$ cat src/rtl/video_stream_tx.sv
// video_stream_tx: frame timing generator that wraps upstream pixels in vsync/href/de
// with programmable horizontal and vertical blanking.
module video_stream_tx #(
   parameter int IMAGE_HSIZE      = 1280,
   parameter int IMAGE_VSIZE      = 720,
   parameter int H_BLANK_CYC      = 16,
   parameter int V_BACK_CYC       = 32,
   parameter int V_FRONT_CYC      = 32,
   parameter int V_GAP_CYC        = 64,
   parameter int PIXEL_DATA_WIDTH = 8
) (
   input  logic                        clk,
   input  logic                        rst_n,
   input  logic                        enable,
   input  logic                        pix_valid,
   input  logic [PIXEL_DATA_WIDTH-1:0] pix_data,
   output logic                        pix_ready,
   output logic                        image_out_vsync,
   output logic                        image_out_href,
   output logic                        image_out_de,
   output logic [PIXEL_DATA_WIDTH-1:0] image_out_data,
   output logic                        frame_done,
   output logic [15:0]                 stall_cnt
);
   typedef enum logic [2:0] {IDLE, V_BACK, LINE, H_BLANK, V_FRONT, V_GAP} state_t;

   localparam logic [11:0] HS   = 12'(IMAGE_HSIZE);
   localparam logic [11:0] VS   = 12'(IMAGE_VSIZE);
   localparam logic [15:0] HB_L = 16'(H_BLANK_CYC - 1);
   localparam logic [15:0] VB_L = 16'(V_BACK_CYC - 1);
   localparam logic [15:0] VF_L = 16'(V_FRONT_CYC - 1);
   localparam logic [15:0] VG_L = 16'(V_GAP_CYC - 1);

   state_t                      state_q, state_d;
   logic [11:0]                 xcnt_q, xcnt_d, ycnt_q, ycnt_d;
   logic [15:0]                 cnt_q, cnt_d, stall_q, stall_d;
   logic                        de_q, hs;
   logic [PIXEL_DATA_WIDTH-1:0] data_q;

   assign pix_ready       = (state_q == LINE) && (xcnt_q < HS);
   assign hs              = pix_valid & pix_ready;
   assign image_out_vsync = (state_q != IDLE) && (state_q != V_GAP);
   assign image_out_href  = state_q == LINE;
   assign image_out_de    = de_q;
   assign image_out_data  = data_q;
   assign frame_done      = (state_q == V_FRONT) && (cnt_q == VF_L);
   assign stall_cnt       = stall_q;

   always_comb begin
      state_d = state_q;
      xcnt_d  = xcnt_q;
      ycnt_d  = ycnt_q;
      cnt_d   = cnt_q + 16'd1;
      stall_d = stall_q;
      case (state_q)
         IDLE: begin
            cnt_d   = '0;
            state_d = enable ? V_BACK : IDLE;
         end
         V_BACK: if (cnt_q == VB_L) begin
            state_d = LINE;
            xcnt_d  = '0;
         end
         LINE: begin
            xcnt_d  = hs ? xcnt_q + 12'd1 : xcnt_q;
            stall_d = (pix_ready && !pix_valid && stall_q != 16'hFFFF) ? stall_q + 16'd1 : stall_q;
            state_d = (xcnt_q == HS) ? H_BLANK : LINE;
         end
         H_BLANK: if (cnt_q == HB_L) begin
            xcnt_d  = '0;
            state_d = (ycnt_q + 12'd1 < VS) ? LINE : V_FRONT;
            ycnt_d  = (ycnt_q + 12'd1 < VS) ? ycnt_q + 12'd1 : '0;
         end
         V_FRONT: state_d = (cnt_q == VF_L) ? V_GAP : V_FRONT;
         V_GAP:   if (cnt_q == VG_L) state_d = enable ? V_BACK : IDLE;
         default: state_d = IDLE;
      endcase
      // blanking counter restarts on every state entry, including LINE re-entry from H_BLANK
      if (state_d != state_q) cnt_d = '0;
      if (state_d == V_BACK && state_q != V_BACK) stall_d = '0;
   end

   always_ff @(posedge clk or negedge rst_n) begin
      if (!rst_n) begin
         state_q <= IDLE;
         xcnt_q  <= '0;
         ycnt_q  <= '0;
         cnt_q   <= '0;
         stall_q <= '0;
         de_q    <= 1'b0;
         data_q  <= '0;
      end else begin
         state_q <= state_d;
         xcnt_q  <= xcnt_d;
         ycnt_q  <= ycnt_d;
         cnt_q   <= cnt_d;
         stall_q <= stall_d;
         de_q    <= hs;
         if (hs) data_q <= pix_data;
      end
   end
endmodule

$ cat config.mk
export PLATFORM = sky130hd
export DESIGN_NAME = video_stream_tx
export DESIGN_NICKNAME = d
export VERILOG_FILES = /design/src/rtl/video_stream_tx.sv
export SDC_FILE = /design/constraint.sdc
export NUM_CORES = 1
export LEC_CHECK = 0
export ABC_AREA = 1
export CAP_MARGIN = 20
export CORE_MARGIN = 2
export CORE_UTILIZATION = 51
export CTS_CLUSTER_SIZE = 30
export DETAILED_ROUTE_END_ITERATION = 10
export GPL_TIMING_DRIVEN = 0
export MAX_ROUTING_LAYER = met4
export PLACE_DENSITY = 0.7
export SLEW_MARGIN = 20
export SYNTH_ARGS = -nofsm -noshare
export SYNTH_HDL_FRONTEND = slang
export SYNTH_SLANG_ARGS = --single-unit
$ cat constraint.sdc
create_clock -name clk -period 4.62 [get_ports clk]
set_clock_uncertainty 0.1 [all_clocks]
set_input_delay 0.924 -clock clk [delete_from_list [all_inputs] [get_ports clk]]
set_output_delay 0.924 -clock clk [all_outputs]
set_load 0.005 [all_outputs]
## After elaboration in Yosys (flattened, before gate mapping)

Index checks and enable logic that the tools add are counted.

- Word-level logic and storage cells: 64
- Flip-flop bits (word level): 68

- Reductions and logical operators: 15
- Order comparisons: 2
- Add/sub/neg operators: 4
- Bitwise operators: 1
- Equal/unequal tests: 17
- Mux-type cells: 18

Operators with widths:

| operator | count |
|---|---|
| 16-bit 2-to-1 mux | 5 |
| 12-bit 2-to-1 mux | 4 |
| 12-bit case mux with 3 select lines | 1 |
| 16-bit by 1-bit adder with 16-bit output, second input constant | 2 |
| 12-bit by 1-bit adder with 12-bit output, second input constant | 2 |
| 3-bit case mux with 6 select lines | 1 |
| 16-bit by 4-bit == test with 1-bit output, second input constant | 1 |
| 16-bit by 5-bit == test with 1-bit output, second input constant | 1 |
| 16-bit by 6-bit == test with 1-bit output, second input constant | 1 |
| 16-bit != test, second input constant | 1 |
| 12-bit by 11-bit == test with 1-bit output, second input constant | 1 |
| 12-bit by 10-bit less-than comparator with 1-bit output, second input constant | 1 |
| 12-bit by 11-bit less-than comparator with 1-bit output, second input constant | 1 |
| 3-bit 2-to-1 mux | 4 |
| 3-bit by 1-bit == test with 1-bit output, second input constant | 2 |
| 3-bit by 2-bit == test with 1-bit output, second input constant | 2 |
| 3-bit == test, second input constant | 2 |
| 1-bit logical AND | 6 |
| 3-bit nonzero test | 2 |
| 2-bit != test, second input constant | 2 |
| 2-bit AND reduction | 2 |
| 4-bit AND reduction | 1 |
| 2-bit nonzero test | 2 |
| 3-bit logical NOT | 1 |
| other kinds (7) | 9 |

## Longest topological paths before layout

- Word-level depth: 9
- Mapped depth: 18

## Least setup slack after synthesis

No wires, ideal clock.

- Path type: register -> output
- Start point: register cnt_q[0]
- End point: output frame_done
- Path buffers: 0
- Setup slack: 2.530 ns
- Arrival: 1.066 ns
- Cell stages (with the launch flop): 8
- Required time: 3.596 ns
- Path through: dfrtp_1 -> ha_1 -> nand3_2 -> inv_2 -> nand2_2 -> inv_1 -> nand4_1 -> inv_1

- Longest elaborated chain between the ends: 2

Ends and longest elaborated chain:

| element | line | RTL |
|---|---|---|
| from (decl) | 36 | `logic [15:0] cnt_q, cnt_d, stall_q, stall_d;` |
| from (signal assigned) | 96 | `cnt_q <= cnt_d;` |
| 16-bit by 5-bit == test with 1-bit output | 46 | `assign frame_done = (state_q == V_FRONT) && (cnt_q == VF_L);` |
| 1-bit logical AND | 46 |  |
| to (decl) | 22 | `output logic frame_done,` |

Every way passes these cells.

## Worst setup path after layout

Ends and elaborated chain as after synthesis.

==> impl_metrics.yaml <==
timing:
  final.setup.tns_ps: 0
  fmax_ghz: 0.319
  slew_headroom_pct: 70.4
  rsz0062_at_grt: "false"
  layout_worst_path_cycle_share_pct: 67.9
  hold_viol: 0
  min_period_ps: 3130
  final-setup-viol-count: 0
  slew_viol_final: 0
  worst_pin_slew_ps: 443
setup_path:
  crit_fanout: 4
  worstSetupPathType: "reg -> out"
  startpoint_type: "register"
  cp_data_required_time_ps: 3600
  worstPathArrival_ps: 2110
  cp-end-kind: "primary output"
pwr:
  total_power_mw: 1.33
  vdd_drop_max_v: 0.000169
  p_leak_nw: 2.23
  power_density_mw_per_mm2: 294
clock_network:
  cts.sinks: 68
  clockRootBuffer: "clkbuf_8"
  cts_made_buffers: 9
  clk_pin_slew_ps: 70
  cts_resized: 0
  ctsHtreeMaxLevel: 3
  holdBufCountCts: 0
  clk_latency_ps: 350
  postCtsSetupRepairBufs: 0
  cts_tree: "yes"
  clk_path_buf_depth: 2
floorplanning:
  ios: 41
  core_mm2: 0.00725
  dieArea_mm2: 0.00817
  die_x_um: 90.4
  rows: 31
  die_h_um: 90.4
  start_util_pct: 52.5
yosys:
  syn_inst: 489
  synth_nets: 506
  syn-cell-area_mm2: 0.00381
  ys_ff_latch: 68
  yosys.cell_types.count: 37
  yosysWarnings: 0
  ys_seq_area_share_pct: 44.7
  synth_area_per_cell_um2: 7.79
outcome:
  status: "finished, final reports clean"
drt:
  vias_per_cell: 4.96
  wire_per_inst_um: 12.2
  drt_pass1_iterations: 4
  antenna_left: 0
  drcViolationCount: 0
  routed_wl_mm: 7.85
  drt_iter0_markers: 111
  dr_total_vias: 3193
global_route:
  grt_first_pass_wirelength_mm: 14.1
  grt_overflow: 0
  first_global_vias: 3116
  grt_max_degree: 39
  grt_usage_pct: 21.7
  antenna_found_initial: 0
layout:
  antenna_cells: 0
  areaGrowthSynthToFinish_pct: 18.7
  mostFrequentLayoutCells: "nand2_1, dfrtp_1, inv_1"
  layout_commonest_cell: "nand2_1"
  final_nets: 558
  drive_above_1_share_pct: 10.5
placement:
  dpl.hpwl_mm: 5.70
  gp_congestion: 0.850
  io_buffers: 40
run:
  cap_violations: 0
min_path:
  hold_class: "reg -> reg"
[layout make-up]
type / instances / area, um^2
Clock buffer: 13 / 159
Tap cell: 99 / 124
Buffer: 8 / 51.3
Fill cell: 674 / 2740
Sequential cell: 68 / 1700
Clock inverter: 2 / 10.0
Multi-Input combinational cell: 342 / 1790
Timing Repair Buffer: 41 / 418
Inverter: 71 / 267
[path summary, 6_finish.rpt]
check	startpoint	end	slack [ps]	depth (start not counted)
worst min-delay path	cnt_q[0]	cnt_q[0]	360	1
worst max-delay path	cnt_q[0]	frame_done	1490	8
worst max register to register	stall_cnt[0]	stall_cnt[8]	2280	12
min in group asynchronous	rst_n	cnt_q[11]	400	1
max in group asynchronous	rst_n	image_out_data[5]	3480	2
worst min register to register	cnt_q[0]	cnt_q[0]	360	1
[cell usage after synthesis (all sizes together)]
library cell / count / area, um^2
nand2: 131 / 517
inv: 70 / 263
dfrtp: 68 / 1700
nor2: 68 / 298
nand3: 44 / 240
xor2: 25 / 219
nand4: 15 / 109
o21ai: 14 / 73.8
nor3: 10 / 65.1
a21oi: 8 / 43.8
buf: 7 / 47.5
ha: 5 / 62.6
nor4: 5 / 31.3
o22ai: 4 / 25.0
xnor2: 4 / 35.0
or2: 3 / 18.8
nand3b: 2 / 15.0
nor3b: 2 / 20.0
clkbuf: 1 / 3.75
clkinv: 1 / 3.75
o21bai: 1 / 7.51
o31ai: 1 / 7.51
[sequential cells by signal, indices dropped and copies added, names as in the netlist]
register	cells
stall_cnt	16
ycnt_q	12
image_out_data	8
state_q	3
cnt_q	16
image_out_de	1
xcnt_q	12
[logic make-up after synthesis]
family,after synthesis,share of synthesized area [%]
AOI/OAI and AO/OA,28,4.14
and+or+nand+nor,280,34.5
DFF,68,44.7
adders and majority gates,5,1.64
xor gates and xnor gates,29,6.67
buffers and inverters,79,8.35
[power breakdown]
part / switching, mW / internal (mW)
sequential: 0.0534 / 0.639
clock: 0.220 / 0.220
combinational: 0.0935 / 0.103
[routing by layer]
metal	wire (um)	GRT usage (%)
met1	3840	27.3
met2	3580	34.2
met5	0	-
met4	125	7.31
met3	306	5.93
[worst max-delay path, cell delays in order, from the launching register on]
cell	delay (ps)
dfrtp_1	370
ha_1	210
nand3_2	120
inv_2	100
nand2_2	80
inv_1	60
nand4_1	230
inv_1	110
clkdlybuf4s50_1	500
[stage by stage]
stage | cell area, um^2 | hold WS [ps] | std cells | utilization, % | worst slack [ps]
after floorplan | 3810 | 331 | 489 | - | 2530
after global placement | 4330 | 352 | 628 | 59.7 | 204
after detailed placement | 4350 | 356 | 629 | 60.0 | 1870
after CTS | 4520 | 365 | 644 | 62.3 | 1480
after global routing | 4520 | 390 | 644 | 62.3 | 1370
final | 4520 | 362 | 644 | 62.3 | 1490
Power figures use the tool's default switching activity.
==> RTL change 1, RTL diff (same flow settings) <==
Register the output `image_out_vsync`, with the module's reset; this adds one clock of latency there. The other outputs are not delayed to match.
--- a/src/rtl/video_stream_tx.sv
+++ b/src/rtl/video_stream_tx.sv
@@ -41,3 +41,9 @@
    assign hs              = pix_valid & pix_ready;
-   assign image_out_vsync = (state_q != IDLE) && (state_q != V_GAP);
+   always_ff @(posedge clk or negedge rst_n) begin
+      if (!rst_n) begin
+         image_out_vsync <= '0;
+      end else begin
+         image_out_vsync <= (state_q != IDLE) && (state_q != V_GAP);
+      end
+   end
    assign image_out_href  = state_q == LINE;
Behaviour: not the same (a bounded check fails within 4 cycles, from zero or initial values and one cycle with rst_n low).
==> RTL change 1 against the original RTL <==
Critical path depth fell by 2; clock power rose by 25%; setup slack improved by 0.017 ns; power rose by 9.1%; synthesized area rose by 3.3%; wire length fell by 3.7%; design area rose by 4.1%; fmax rose by 0.53%; sequential cell count rose by 1; combinational power rose by 3%; critical endpoint unchanged.
==> RTL change 1: results (changes against the original RTL) <==
Global route
  • Initial antenna violation count: 0 (unchanged)
  • GRT Overall Usage: 20.4% (was 21.7%)
  • Number of global-route vias before repair: 3113 (was 3116)
  • Largest net degree at the start of global routing: 37 (was 39)
  • First-pass GRT wire length: 13.6 mm (was 14.1 mm)

Yosys
  • Ys flop type: dfrtp_1 (unchanged)
  • Syn nets: 514 (was 506)
  • Async SR Flop Fraction: 100% (unchanged)
  • Commonest cells post-synth: 124 x nand2_1, 69 x dfrtp_1, 63 x nor2_1 (was 123 x nand2_1, 68 x dfrtp_1, 62 x inv_1)
  • Sequential area share after synthesis: 43.9% (was 44.7%)
  • Largest cells by area after synthesis: dfrtp_1 44%, nand2_1 12%, nor2_1 6.0% (was dfrtp_1 45%, nand2_1 12%, inv_1 6.1%)
  • Library cells used by synthesis: 38 (was 37)
  • YS warnings: 0 (unchanged)
  • Post-synthesis cell count: 497 (was 489)

Layout
  • Filler cells: 684 (was 674)
  • Post-route insts no fill: 656 (was 644)
  • Share of layout cells above drive strength 1: 11.6% (was 10.5%)
  • Layout Nets: 566 (was 558)
  • Ant. Diodes: 0 (unchanged)

Power
  • P_leak: 2.24 nW (was 2.23 nW)
  • VDD IR-drop max: 0.258 mV (was 0.169 mV)
  • Sw Share: 25.2% (was 27.6%)

Setup path
  • R2R setup slack: 2.21 ns (was 2.28 ns)
  • Crit path launch: cnt_q[14] (was cnt_q[0])
  • Setup crit end: frame_done (unchanged)
  • Max incr delay on CP: 0.50 ns (about the same)
  • R2r startpoint: ycnt_q[0] (was stall_cnt[0])
  • Worst Path Arrival: 2.09 ns (was 2.11 ns)
  • CP max stage cell: clkdlybuf4s50_1 (unchanged)
  • R2r worst-path depth: 12 (unchanged)
  • R2r endpoint: stall_cnt[14] (was stall_cnt[8])
  • Crit path max fanout: 4 (unchanged)

Placement
  • Hpwl dp: 5.63 mm (was 5.70 mm)
  • Placed Instances: 640 (was 629)
  • Pre-CTS setup slack: 1.85 ns (was 1.87 ns)
  • Port bufs: 40 (unchanged)
  • GPL Wtd Cong: 0.844 (was 0.850)

Clocking
  • Clk slew on worst S/H paths: 0.07 ns (about the same)
  • Setup Buffers After CTS: 0 (unchanged)
  • Post-cts resize count: 0 (unchanged)
  • CTS Buf Count: 9 (unchanged)
  • Max Buffers Root-to-Sink: 2 (unchanged)
  • Root Buffer Master: clkbuf_8 (unchanged)
  • H-tree levels: 3 (unchanged)
  • Clk Latency, worst-skew pair: 0.34 ns

Route
  • Initial DRC count: 152 (was 111)
  • Vias: 3222 (was 3193)
  • Final wirelength: 7.56 mm (was 7.85 mm)
  • Pre-antenna DRT Iters: 4 (unchanged)

Status
  • Status: finished clean (unchanged)

Timing
  • Final slew viol count: 0 (unchanged)
  • Setup ws final: 1.50 ns (was 1.49 ns)
  • Slew margin rel.: 70.4% (about the same)

Worst hold path
  • Hold WC Path Type: reg2reg (unchanged)
[RTL change 1: cell types whose count changed after synthesis, moves of 4 or more]
| cell | before | now |
|---|---|---|
| nand4_1 | 14 | 8 |
| o21ai_0 | 11 | 15 |
| inv_2 | 8 | 4 |
| nor2_2 | 2 | 7 |
| nor2_4 | 5 | 13 |
| nor3_1 | 7 | 12 |
[RTL change 1: area by class of cell]
type | instances | share of cell area [%]
timing repair buffer | 41 | 8.88
tap | 102 | 2.71
clock inverter | 4 | 1.49
multi-input combinational | 357 | 40.7
inverter | 65 | 5.19
clock buffer | 12 | 3.30
buffer | 6 | 1.04
sequential | 69 | 36.7
[RTL change 1: power groups by stage]
stage / Clock (mW) / Sequential, mW / Combinational (mW)
6_report: 0.552 / 0.695 / 0.203
5_1_grt: 0.597 / 0.701 / 0.235
2_1_floorplan: 0 / 0.701 / 0.105
4_1_cts: 0.573 / 0.694 / 0.207
3_5_place_dp: 0 / 0.706 / 0.207
3_3_place_gp: 0 / 0.703 / 0.199
[RTL change 1: per-stage QoR]
stage                     instance area (um2)  hold WS (ns)  util [%]  total power [mW]
final                                    4700         0.362      61.8              1.45
after global routing                     4700         0.367      61.8              1.53
after CTS                                4700         0.363      61.8              1.47
after detailed placement                 4480         0.354      58.9             0.912
after global placement                   4460         0.342      58.7             0.902
after floorplan                          3930         0.324         -             0.806
[RTL change 1: cells by family (layout without fill, tap and decap cells)]
group / after synthesis / in the layout / share of synthesized area [%]
AND/OR/NAND/NOR: 289 / 289 / 35.3
buffers and inverters: 71 / 128 / 7.44
flip-flops: 69 / 69 / 43.9
AO/OA/AOI/OAI: 33 / 33 / 5.06
XOR/XNOR: 30 / 30 / 6.68
adder cells (fa/ha/maj): 5 / 5 / 1.59
[RTL change 1: how the worst min path moves through the flow]
stage | start | end | slack, ns | depth (start not counted)
6_report | cnt_q[0] | cnt_q[0] | 0.36 | 1
2_1_floorplan | cnt_q[0] | cnt_q[0] | 0.32 | 1
3_3_place_gp | cnt_q[0] | cnt_q[0] | 0.34 | 1
3_5_place_dp | cnt_q[0] | cnt_q[0] | 0.35 | 1
4_1_cts | cnt_q[0] | cnt_q[0] | 0.36 | 1
5_1_grt | cnt_q[0] | cnt_q[0] | 0.37 | 1
[RTL change 1: metal layers]
| layer | wire length [um] | share of wire (%) | global-route usage, % |
|---|---|---|---|
| met3 | 229 | 3.0 | 3.62 |
| met4 | 121 | 1.6 | 7.96 |
| met1 | 3600 | 48 | 25.7 |
| met5 | 0 | 0 | - |
| met2 | 3610 | 48 | 33.1 |
[RTL change 1: critical path: cells and delay by family (launching register included)]
family                 cells  cell delay [ns]
buffers and inverters      2             0.59
DFF                        1             0.41
and+or+nand+nor            4             0.75
==> RTL change 2, RTL diff (config.mk and constraints unchanged) <==
Without the edit above. The parameter `PIXEL_DATA_WIDTH` goes from 8 to 12.
--- a/src/rtl/video_stream_tx.sv
+++ b/src/rtl/video_stream_tx.sv
@@ -9,3 +9,3 @@
    parameter int V_GAP_CYC        = 64,
-   parameter int PIXEL_DATA_WIDTH = 8
+   parameter int PIXEL_DATA_WIDTH = 12
 ) (
Interface: changed (resized image_out_data and pix_data); port bits go from 41 to 49. The function was not compared with the original's and may differ.
==> RTL change 2 against the original RTL <==
Sequential cell count increased by 4; first-iteration DRC count grew 11%; wire length is 6.1% lower; sequential share of layout area shrank 0.49 points; design area is 7.3% higher; setup slack better by 0.040 ns; register-to-register slack about the same; die area rose by 6.3%; power up 2.3%; sequential power increased by 4.6%; largest cell class unchanged; synthesized area increased by 6.6%; hold slack worse by 0.0018 ns; critical path depth decreased by 2.
==> RTL change 2: results (changes against the original RTL) <==
Route
  • DR vias/cell: 4.87 (was 4.96)
  • Vias: 3186 (was 3193)
  • Routed length on met1: 3.62 mm (was 3.84 mm)
  • Met3 routed WL: 314 um (was 306 um)
  • DR WL/cell: 11.3 um (was 12.2 um)
  • Pre-antenna DRT Iters: 6 (was 4)
  • Initial DRC count: 123 (was 111)
  • Met2 wire length: 3.32 mm (was 3.58 mm)

Yosys
  • Xor-xnor portion of the synthesized cell area: 6.69% (was 6.67%)
  • Syn nets: 509 (was 506)
  • Post-Synth Adder-Cell Area: 1.54% (was 1.64%)
  • YS warnings: 0 (unchanged)
  • Avg Inst Size Synth: 8.32 um2 (was 7.79 um2)
  • Commonest cells post-synth: 126 x nand2_1, 72 x dfrtp_1, 57 x inv_1, 57 x nor2_1, 26 x nor2_4 (was 123 x nand2_1, 68 x dfrtp_1, 62 x inv_1)
  • Library cells used by synthesis: 35 (was 37)
  • Largest cells by area after synthesis: dfrtp_1 44%, nand2_1 12%, nor2_4 7.2% (was dfrtp_1 45%, nand2_1 12%, inv_1 6.1%)
  • Mux cell area share after synthesis: 0% (unchanged)
  • Synth Area in Compound Gates: 3.57% (was 4.14%)
  • Async SR Flop Fraction: 100% (unchanged)
  • Sequential area share after synthesis: 44.4% (was 44.7%)

Floorplan
  • Std-Cell Rows: 32 (was 31)

Clocking
  • Setup Buffers After CTS: 0 (unchanged)
  • Post-cts resize count: 0 (unchanged)
  • Root Buffer Master: clkbuf_8 (unchanged)

Worst hold path
  • Hold WC Path Type: reg2reg (unchanged)

Global route
  • GR Layer Usage met2: 29.5% (was 34.2%)
  • First-pass GRT wire length: 13.6 mm (was 14.1 mm)
  • Met1 GRT Util: 27.3% (about the same)
  • GRT Overall Usage: 20.0% (was 21.7%)
  • Number of global-route vias before repair: 3083 (was 3116)
  • GR Util met3: 3.71% (was 5.93%)
  • Largest net degree at the start of global routing: 44 (was 39)

Power
  • PD cells: 281 mW/mm2 (was 294 mW/mm2)
  • P_leak: 2.32 nW (was 2.23 nW)
  • Clock share of power: 30.1% (was 33.1%)
  • Switch Pwr: 0.373 mW (was 0.367 mW)
  • Gate power share: 16.5% (was 14.8%)
  • VDD IR-drop max: 0.196 mV (was 0.169 mV)

Placement
  • Pre-CTS setup slack: 1.63 ns (was 1.87 ns)
  • GPL Wtd Cong: 0.843 (was 0.850)
  • Post-placement cell area: 0.00469 mm2 (was 0.00435 mm2)
  • Placed Instances: 639 (was 629)
  • Port bufs: 48 (was 40)
  • Hpwl dp: 5.48 mm (was 5.70 mm)

Setup path
  • Crit path max-delay family: simple AND/OR/NAND/NOR gates (was buffers and inverters)
  • Worst Path Arrival: 2.07 ns (was 2.11 ns)
  • Crit path max fanout: 6 (was 4)

Layout
  • Share of layout cells above drive strength 1: 14.1% (was 10.5%)
  • Layout Nets: 569 (was 558)
  • Filler cells: 673 (was 674)
  • Ant. Diodes: 0 (unchanged)
  • Area of the multi-input gates: 0.00197 mm2 (was 0.00179 mm2)

Status
  • Status: finished clean (unchanged)

Timing
  • Slew margin rel.: 65.4% (was 70.4%)
-- RTL change 2: changes by cell type after synthesis, sizes merged, moves of 4 or more --
cell,delta
dfrtp,+4
nand4,-4
inv,-7
nand3,-13
nor2,+21
nand2,+5
buf,-5
-- RTL change 2: worst paths after layout --
path / cells past startpoint / end / startpoint / slack (ns)
min: 1 / cnt_q[0] / cnt_q[0] / 0.36
min in group asynchronous: 1 / ycnt_q[5] / rst_n / 0.41
min reg2reg: 1 / cnt_q[0] / cnt_q[0] / 0.36
max: 6 / frame_done / cnt_q[7] / 1.53
max in group asynchronous: 2 / stall_cnt[5] / rst_n / 3.47
max reg2reg: 9 / stall_cnt[5] / state_q[2] / 2.28
-- RTL change 2: cell type report --
cell class / instances / share of cell area (%)
plain buffers: 5 / 0.955
clock inverters: 4 / 0.465
well taps: 102 / 2.63
multi-input cells: 348 / 40.7
flip-flops and latches: 72 / 37.2
repair buffers: 49 / 10.4
inverters: 63 / 4.93
clock buffers: 11 / 2.71
